==> src/rtl/fdc_host_if.sv <==
// ============================================================================
//  Module   : fdc_host_if
//  Purpose  : CPU-bus glue for a WD93-compatible FDC core: system port #FF,
//             controller reset stretcher, drive select, motor hold, status sync.
//  Revision : 1.0  initial release
// ============================================================================
`default_nettype none

module fdc_host_if #(
    parameter int NUM_DRIVES  = 4,
    parameter int SYNC_STAGES = 2,
    parameter int RESET_PULSE = 16,
    parameter int MOTOR_HOLD  = 0
) (
    input  logic                  clk,
    input  logic                  reset,
    input  logic [15:0]           a,
    input  logic [7:0]            d,
    input  logic                  wr_n,
    input  logic                  rd_n,
    input  logic                  iorq_n,
    input  logic                  cs_n,
    input  logic                  csff_n,
    output logic [7:0]            dout,
    output logic                  oe_n,
    input  logic [7:0]            ctl_do,
    input  logic                  ctl_drq,
    input  logic                  ctl_intrq,
    input  logic                  ctl_hld,
    output logic                  ctl_wr_en,
    output logic                  ctl_reset_n,
    output logic                  ctl_hrdy,
    output logic                  drq_r_dreg,
    output logic                  irq_r_sreg,
    output logic                  fdc_side1,
    output logic [NUM_DRIVES-1:0] fdc_ds,
    output logic                  fdc_motor
);

    localparam int c_RST_W = $clog2(RESET_PULSE + 1);

    logic [4:0]             r_ff;
    logic [c_RST_W-1:0]     r_rst_cnt;
    logic                   r_ctl_reset_n;
    logic [SYNC_STAGES-1:0] r_drq_sync;
    logic [SYNC_STAGES-1:0] r_intrq_sync;
    logic [SYNC_STAGES-1:0] r_hld_sync;
    logic                   r_irq_r_sreg;
    logic                   r_drq_r_dreg;

    logic w_ior;
    logic w_ff_wr;
    logic w_drq_s;
    logic w_intrq_s;
    logic w_hld_s;
    logic w_sreg_rd;
    logic w_dreg_acc;
    logic w_motor;
    logic w_unused_bits;

    assign w_ior         = iorq_n | rd_n;
    assign w_ff_wr       = ~csff_n & ~wr_n & ~iorq_n;
    assign w_drq_s       = r_drq_sync[SYNC_STAGES-1];
    assign w_intrq_s     = r_intrq_sync[SYNC_STAGES-1];
    assign w_hld_s       = r_hld_sync[SYNC_STAGES-1];
    assign w_sreg_rd     = ~w_ior & ~cs_n & (a[6:5] == 2'b00);
    assign w_dreg_acc    = ~iorq_n & ~(wr_n & rd_n) & ~cs_n & (a[6:5] == 2'b11);
    assign w_unused_bits = ^{a[15:7], a[4:0], d[7:5]};

    // Only a falling ff[2] restarts the pulse; raising it mid-count just waits out the counter.
    always_ff @(posedge clk) begin
        if (reset) begin
            r_ff          <= '0;
            r_rst_cnt     <= c_RST_W'(RESET_PULSE);
            r_ctl_reset_n <= 1'b0;
        end else begin
            if (w_ff_wr) begin
                r_ff <= d[4:0];
            end
            if (w_ff_wr && r_ff[2] && !d[2]) begin
                r_rst_cnt <= c_RST_W'(RESET_PULSE);
            end else if (r_rst_cnt != '0) begin
                r_rst_cnt <= r_rst_cnt - c_RST_W'(1);
            end
            r_ctl_reset_n <= r_ff[2] & (r_rst_cnt == '0);
        end
    end

    always_ff @(posedge clk) begin
        if (reset) begin
            r_drq_sync   <= '0;
            r_intrq_sync <= '0;
            r_hld_sync   <= '0;
        end else begin
            r_drq_sync   <= {r_drq_sync[SYNC_STAGES-2:0], ctl_drq};
            r_intrq_sync <= {r_intrq_sync[SYNC_STAGES-2:0], ctl_intrq};
            r_hld_sync   <= {r_hld_sync[SYNC_STAGES-2:0], ctl_hld};
        end
    end

    always_ff @(posedge clk) begin
        if (reset || !r_ctl_reset_n) begin
            r_irq_r_sreg <= 1'b0;
            r_drq_r_dreg <= 1'b0;
        end else begin
            r_irq_r_sreg <= r_irq_r_sreg ? w_intrq_s : w_sreg_rd;
            r_drq_r_dreg <= r_drq_r_dreg ? w_drq_s : w_dreg_acc;
        end
    end

    generate
        if (MOTOR_HOLD > 0) begin : g_hold
            localparam int c_HOLD_W = $clog2(MOTOR_HOLD + 1);
            logic [c_HOLD_W-1:0] r_hold_cnt;
            logic                w_hld_fall;

            // Load on the edge where hld_s drops so the motor never blinks off.
            assign w_hld_fall = w_hld_s & ~r_hld_sync[SYNC_STAGES-2];

            always_ff @(posedge clk) begin
                if (reset || !r_ctl_reset_n) begin
                    r_hold_cnt <= '0;
                end else if (w_hld_fall) begin
                    r_hold_cnt <= c_HOLD_W'(MOTOR_HOLD);
                end else if (w_hld_s) begin
                    r_hold_cnt <= '0;
                end else if (r_hold_cnt != '0) begin
                    r_hold_cnt <= r_hold_cnt - c_HOLD_W'(1);
                end
            end

            assign w_motor = w_hld_s | (r_hold_cnt != '0);
        end else begin : g_no_hold
            assign w_motor = w_hld_s;
        end
    endgenerate

    genvar i;
    generate
        for (i = 0; i < NUM_DRIVES; i++) begin : g_ds
            assign fdc_ds[i] = w_motor & (r_ff[1:0] == 2'(i));
        end
    endgenerate

    always_comb begin
        dout = 8'hFF;
        oe_n = 1'b1;
        if (!w_ior) begin
            if (!csff_n) begin
                dout = {w_intrq_s, w_drq_s, 6'h3F};
                oe_n = 1'b0;
            end else if (!cs_n) begin
                dout = ctl_do;
                oe_n = 1'b0;
            end
        end
    end

    assign ctl_wr_en   = ~(cs_n | wr_n);
    assign ctl_reset_n = r_ctl_reset_n;
    assign ctl_hrdy    = r_ff[3];
    assign fdc_side1   = ~r_ff[4];
    assign fdc_motor   = w_motor;
    assign irq_r_sreg  = r_irq_r_sreg;
    assign drq_r_dreg  = r_drq_r_dreg;

endmodule

`default_nettype wire

==> config.mk <==
export PLATFORM = sky130hd
export DESIGN_NAME = fdc_host_if
export DESIGN_NICKNAME = d
export VERILOG_FILES = /design/src/rtl/fdc_host_if.sv
export SDC_FILE = /design/constraint.sdc
export NUM_CORES = 1
export LEC_CHECK = 0
export ABC_AREA = 0
export CAP_MARGIN = 5
export CORE_AREA = 8 8 60 62
export DETAILED_ROUTE_END_ITERATION = 7
export DIE_AREA = 0 0 68 70
export GPL_TIMING_DRIVEN = 0
export PLACE_DENSITY = 0.85
export SLEW_MARGIN = 30
export SYNTH_ARGS = -nofsm -noshare
export SYNTH_HDL_FRONTEND = slang
export SYNTH_SLANG_ARGS = --single-unit
==> constraint.sdc <==
create_clock -name clk -period 1.75 [get_ports clk]
set_clock_uncertainty 0.1 [all_clocks]
set_input_delay 0.2625 -clock clk [delete_from_list [all_inputs] [get_ports clk]]
set_output_delay 0.2625 -clock clk [all_outputs]
set_load 0.02 [all_outputs]
* Word level (Yosys, flattened, before mapping)
Cells that the tools add are included.
Operators by class: add/sub/neg operators 1, equal/unequal tests 4, mux-type cells 8, bitwise operators 23, reductions and logical operators 10
Operator list (count):
- two-way mux 8 bit | 3
- AND 1 bit | 13
- inverter 1 bit | 8
- == test 2 bit (second input constant) | 3
- logical NOT 5 bit | 1
- two-way mux 1 bit | 5
- nonzero test 5 bit | 1
- subtractor 5 x 1 -> 5 bit (second input constant) | 1
- logical NOT 2 bit | 2
- == test 2 x 1 -> 1 bit (second input constant) | 1
- logical AND 1 bit | 2
- logical NOT 1 bit | 2
- bitwise OR 1 bit | 2
- OR reduction 2 bit | 1
- logical OR 1 bit | 1
Storage, ports and cells: flip-flop bits (word level) 19, input port bits 42, output and inout bits 20, word-level logic and storage cells 54

* Longest topological paths before layout
Gate-level depths: netlist (run 1).
depth in word-level cells 6, depth in mapped cells 5, depth with buffers taken out 5

* Worst setup path after synthesis (run 1)
No wires, ideal clock.
kind reg2reg, from register r_rst_cnt[0], to register r_rst_cnt[1], setup time 118 ps, data arrival time 1194 ps, required time 1532 ps, slack 337 ps, cell stages (with the launch flop) 6, buffers on the path 0, period minus slack after synthesis 1413 ps, path through dfxtp_1 > inv_1 > ha_1 > or4b_4 > nor2_1 > a211oi_2
Between the ends: word-level cells in the longest chain between the ends 1, elaborated cells between the ends (all ways) 2, those cells by class add/sub: 1; reduce/logical: 1
Ends and longest elaborated chain:
- from (decl) | line 43 | logic [c_RST_W-1:0] r_rst_cnt;
- from (signal assigned) | line 74 | r_rst_cnt <= c_RST_W'(RESET_PULSE);
- from (signal assigned) | line 81 | r_rst_cnt <= c_RST_W'(RESET_PULSE);
- from (signal assigned) | line 83 | r_rst_cnt <= r_rst_cnt - c_RST_W'(1);
- subtractor 5 x 1 -> 5 bit / nonzero test 5 bit (equally long branches) | line 83, 82
Several ways; a longest one is shown, not always the timed one. A chain may end at the register's enable or synchronous reset.

* Worst setup path after layout (run 1)
from input port cs_n, to output port dout[5]
Between the ends: word-level cells in the longest chain between the ends 3
Ends and longest elaborated chain:
- from (decl) | line 22 | input logic cs_n,
- two-way mux 8 bit | line 152 | end else if (!cs_n) begin
- two-way mux 8 bit | line 149 | if (!csff_n) begin
- two-way mux 8 bit | line 148 | if (!w_ior) begin
- to (decl) | line 24 | output logic [7:0] dout,
Every way passes these cells.

==> flow_metrics.py, run 1 <==
metrics = {
    "worst_hold_path": {
        "hp-class": "register to register",
        "hp-start": "r_hld_sync[0]",
        "hold_depth": 1,
    },
    "drt": {
        "vias": 819,
        "vias_per_cell": 4.71,
        "drt_first_pass_iters": 2,
        "drtIter0Drc": 25,
        "wl_um": 2360,
        "wl_per_cell_um": 13.6,
        "ant_nets": 0,
        "drc": 0,
    },
    "pwr": {
        "internal-power_uw": 763,
        "pwr-share-clk_pct": 19.4,
        "seqPwrFrac_pct": 49.9,
        "cellLeakagePower_uw": 0.000556,
        "power.switching_uw": 326,
        "swShare_pct": 30.0,
        "pwr-share-comb_pct": 30.7,
        "max-vdd-ir-drop_mv": 0.410,
        "power_density_nw_per_um2": 793,
        "p_total_uw": 1090,
    },
    "placement": {
        "port_buffers": 44,
        "gp_congestion": 0.893,
        "place_area_um2": 1320,
        "place_hpwl_um": 1920,
    },
    "job": {
        "cap_violations": 0,
    },
    "yosys": {
        "ys_seq_elements": 19,
        "synth_warnings": 0,
        "ys_types": 24,
        "syn_area_um2": 843,
        "syn_avg_cell_area_um2": 9.27,
        "ys_seq_area_share_pct": 45.1,
        "synthCells": 91,
        "syn_nets": 135,
    },
    "die": {
        "core_area_um2": 2660,
        "start_util_pct": 31.7,
        "die_w_um": 68,
        "num_io_pins": 62,
        "die_h_um": 70,
        "rows": 19,
        "dieArea_um2": 4760,
    },
    "clock_network": {
        "clkSinkCount": 19,
        "cts-root-buf": "clkbuf_4",
        "htree_levels": 1,
        "cts_inserted_buffers": 3,
        "hold_buffers": 0,
        "clockBufferDepth": 2,
        "cts_tree": "done",
        "clk_pin_slew_ns": 0.10,
        "insertion_delay_ns": 0.29,
    },
    "worst_setup_path": {
        "crit_required_ns": 1.39,
        "arrival_ns": 1.34,
        "cp-end-kind": "output port",
        "crit_fanout": 6,
        "critPathKind": "input pin to output port",
        "worstRegToRegCells": 5,
        "crit_path_start_kind": "input pin",
        "timing.rr.start": "r_rst_cnt[0]",
        "crit_path_start": "cs_n",
    },
    "cells_and_area": {
        "synthToLayoutAreaGrowth_pct": 62.9,
        "final_common_cell": "clkdlybuf4s50_1",
        "diodes": 0,
        "final_layout_size_suffix_gt1_share_pct": 11.9,
        "fin_util_pct": 51.6,
        "nets": 188,
        "stdcell_area_um2": 1370,
        "final_cell_mix": "clkdlybuf4s50_1, dfxtp_1, nor2_1, dlygate4sd2_1",
        "n_fill_cell": 251,
    },
    "outcome": {
        "status": "complete, no violations",
    },
    "sta": {
        "max_freq_mhz": 588,
        "slew_headroom_pct": 65.0,
        "period_share_pct": 97.1,
        "hold_viol": 0,
        "final-setup-viol-count": 0,
        "tns_ns": 0,
        "finalCriticalPeriod_ns": 1.70,
        "drv_slew": 0,
        "worstMarginPinSlew_ns": 0.518,
    },
    "grt": {
        "gr-usage-all-layers_pct": 9.57,
        "overflow": 0,
        "grt_pass1_wl_um": 3620,
        "grt_max_degree": 11,
        "antenna_found_initial": 0,
        "grt_pass1_vias": 782,
    },
}
==> registers in the layout, summed over array words and instances, names as in the netlist <==
register and flops:
ctl_reset_n 1, drq_r_dreg 1, irq_r_sreg 1, r_drq_sync 2, r_ff 5, r_hld_sync 2, r_intrq_sync 2, r_rst_cnt 5
==> path summary, 6_finish.rpt <==
kind,endpoint,slack [ns]
hold / removal,r_hld_sync[1],0.34
hold reg to reg,r_hld_sync[1],0.34
setup / recovery,dout[5],0.05
setup reg to reg,r_rst_cnt[0],0.21
==> critical path: stages <==
cell,delay (ns)
dlygate4sd2_1,0.28
nor3_2,0.24
and2_4,0.21
nand2b_1,0.06
clkdlybuf4s15_1,0.28
==> routing by layer <==
metal | routed length [um] | vias to the layer above | GRT usage [%] | share of wire [%]
met4 | 27 | 0 | 2.73 | 1.1
li1 | - | 414 | - | -
met5 | 0 | - | 0 | 0
met1 | 915 | 364 | 9.88 | 39
met2 | 1070 | 38 | 16.9 | 46
met3 | 342 | 3 | 3.83 | 15
==> per-stage QoR <==
step | cells | hold slack (ns) | setup slack (ns)
finish | 174 | 0.342 | 0.0503
global route | 174 | 0.358 | -0.00825
floorplan | 91 | 0.234 | 0.337
detailed placement | 166 | 0.323 | -0.582
global placement | 166 | 0.323 | -0.534
CTS | 173 | 0.346 | 0.0378
==> cell families after synthesis <==
| logic type | after synthesis | share of synthesized area, % |
|---|---|---|
| buf+inv | 6 | 2.67 |
| xor+xnor | 2 | 2.08 |
| mux | 7 | 8.31 |
| fa+ha+maj | 2 | 2.97 |
| simple gates | 48 | 32.3 |
| compound gates | 7 | 6.53 |
| flops | 19 | 45.1 |
==> repair_timing <==
action	CTS	global route
pin swaps	1	1
resized for setup	26	5
setup endpoints to repair	14	5
setup buffers	3	1
==> synthesized netlist by cell type <==
cell / instances / area [um2]
xnor2_1: 2 / 17.5
nor3b_1: 2 / 15.0
a211oi_1: 2 / 15.0
a211oi_2: 1 / 12.5
ha_1: 2 / 25.0
a31o_2: 1 / 8.76
nor3_1: 6 / 30.0
inv_1: 5 / 18.8
a21oi_1: 2 / 10.0
mux2i_1: 7 / 70.1
or4b_4: 1 / 13.8
nand2_1: 7 / 26.3
nand4b_1: 1 / 8.76
nor3_4: 1 / 16.3
a211o_1: 1 / 8.76
clkbuf_1: 1 / 3.75
and3_1: 2 / 12.5
nor2b_1: 6 / 37.5
nor2_1: 12 / 45.0
nand2b_1: 7 / 43.8
nor4b_1: 1 / 8.76
dfxtp_1: 19 / 380
and3b_1: 1 / 8.76
and2_1: 1 / 6.26
==> area by class of cell <==
class | instances | area [um2] | area share, %
clock buffer | 4 | 26.3 | 1.91
multi-input combinational | 66 | 453 | 33.0
buffer | 1 | 3.75 | 0.273
sequential | 19 | 380 | 27.7
timing repair buffer | 48 | 453 | 33.0
inverter | 5 | 18.8 | 1.37
tap | 31 | 38.8 | 2.82
==> power by group through the flow <==
stage / Combinational, uW / Sequential [uW] / Clock (uW)
final: 335 / 543 / 212
after global placement: 319 / 547 / 0
after floorplan: 216 / 542 / 0
after global routing: 375 / 552 / 233
after detailed placement: 334 / 552 / 0
after CTS: 335 / 543 / 213
Power figures use the tool's default switching activity.
==> run 2: changes to the inputs <==
Settings changed: ABC_CLOCK_PERIOD_IN_PS from default to 1750.
==> results of run 2 <==
The final DEF is identical to that of run 1; final timing and power are the same.
==> run 3: changes to the inputs <==
Settings changed: ABC_CLOCK_PERIOD_IN_PS 1750 to default.
==> results of run 3 <==
The final DEF is identical to that of run 1; final timing and power are the same.
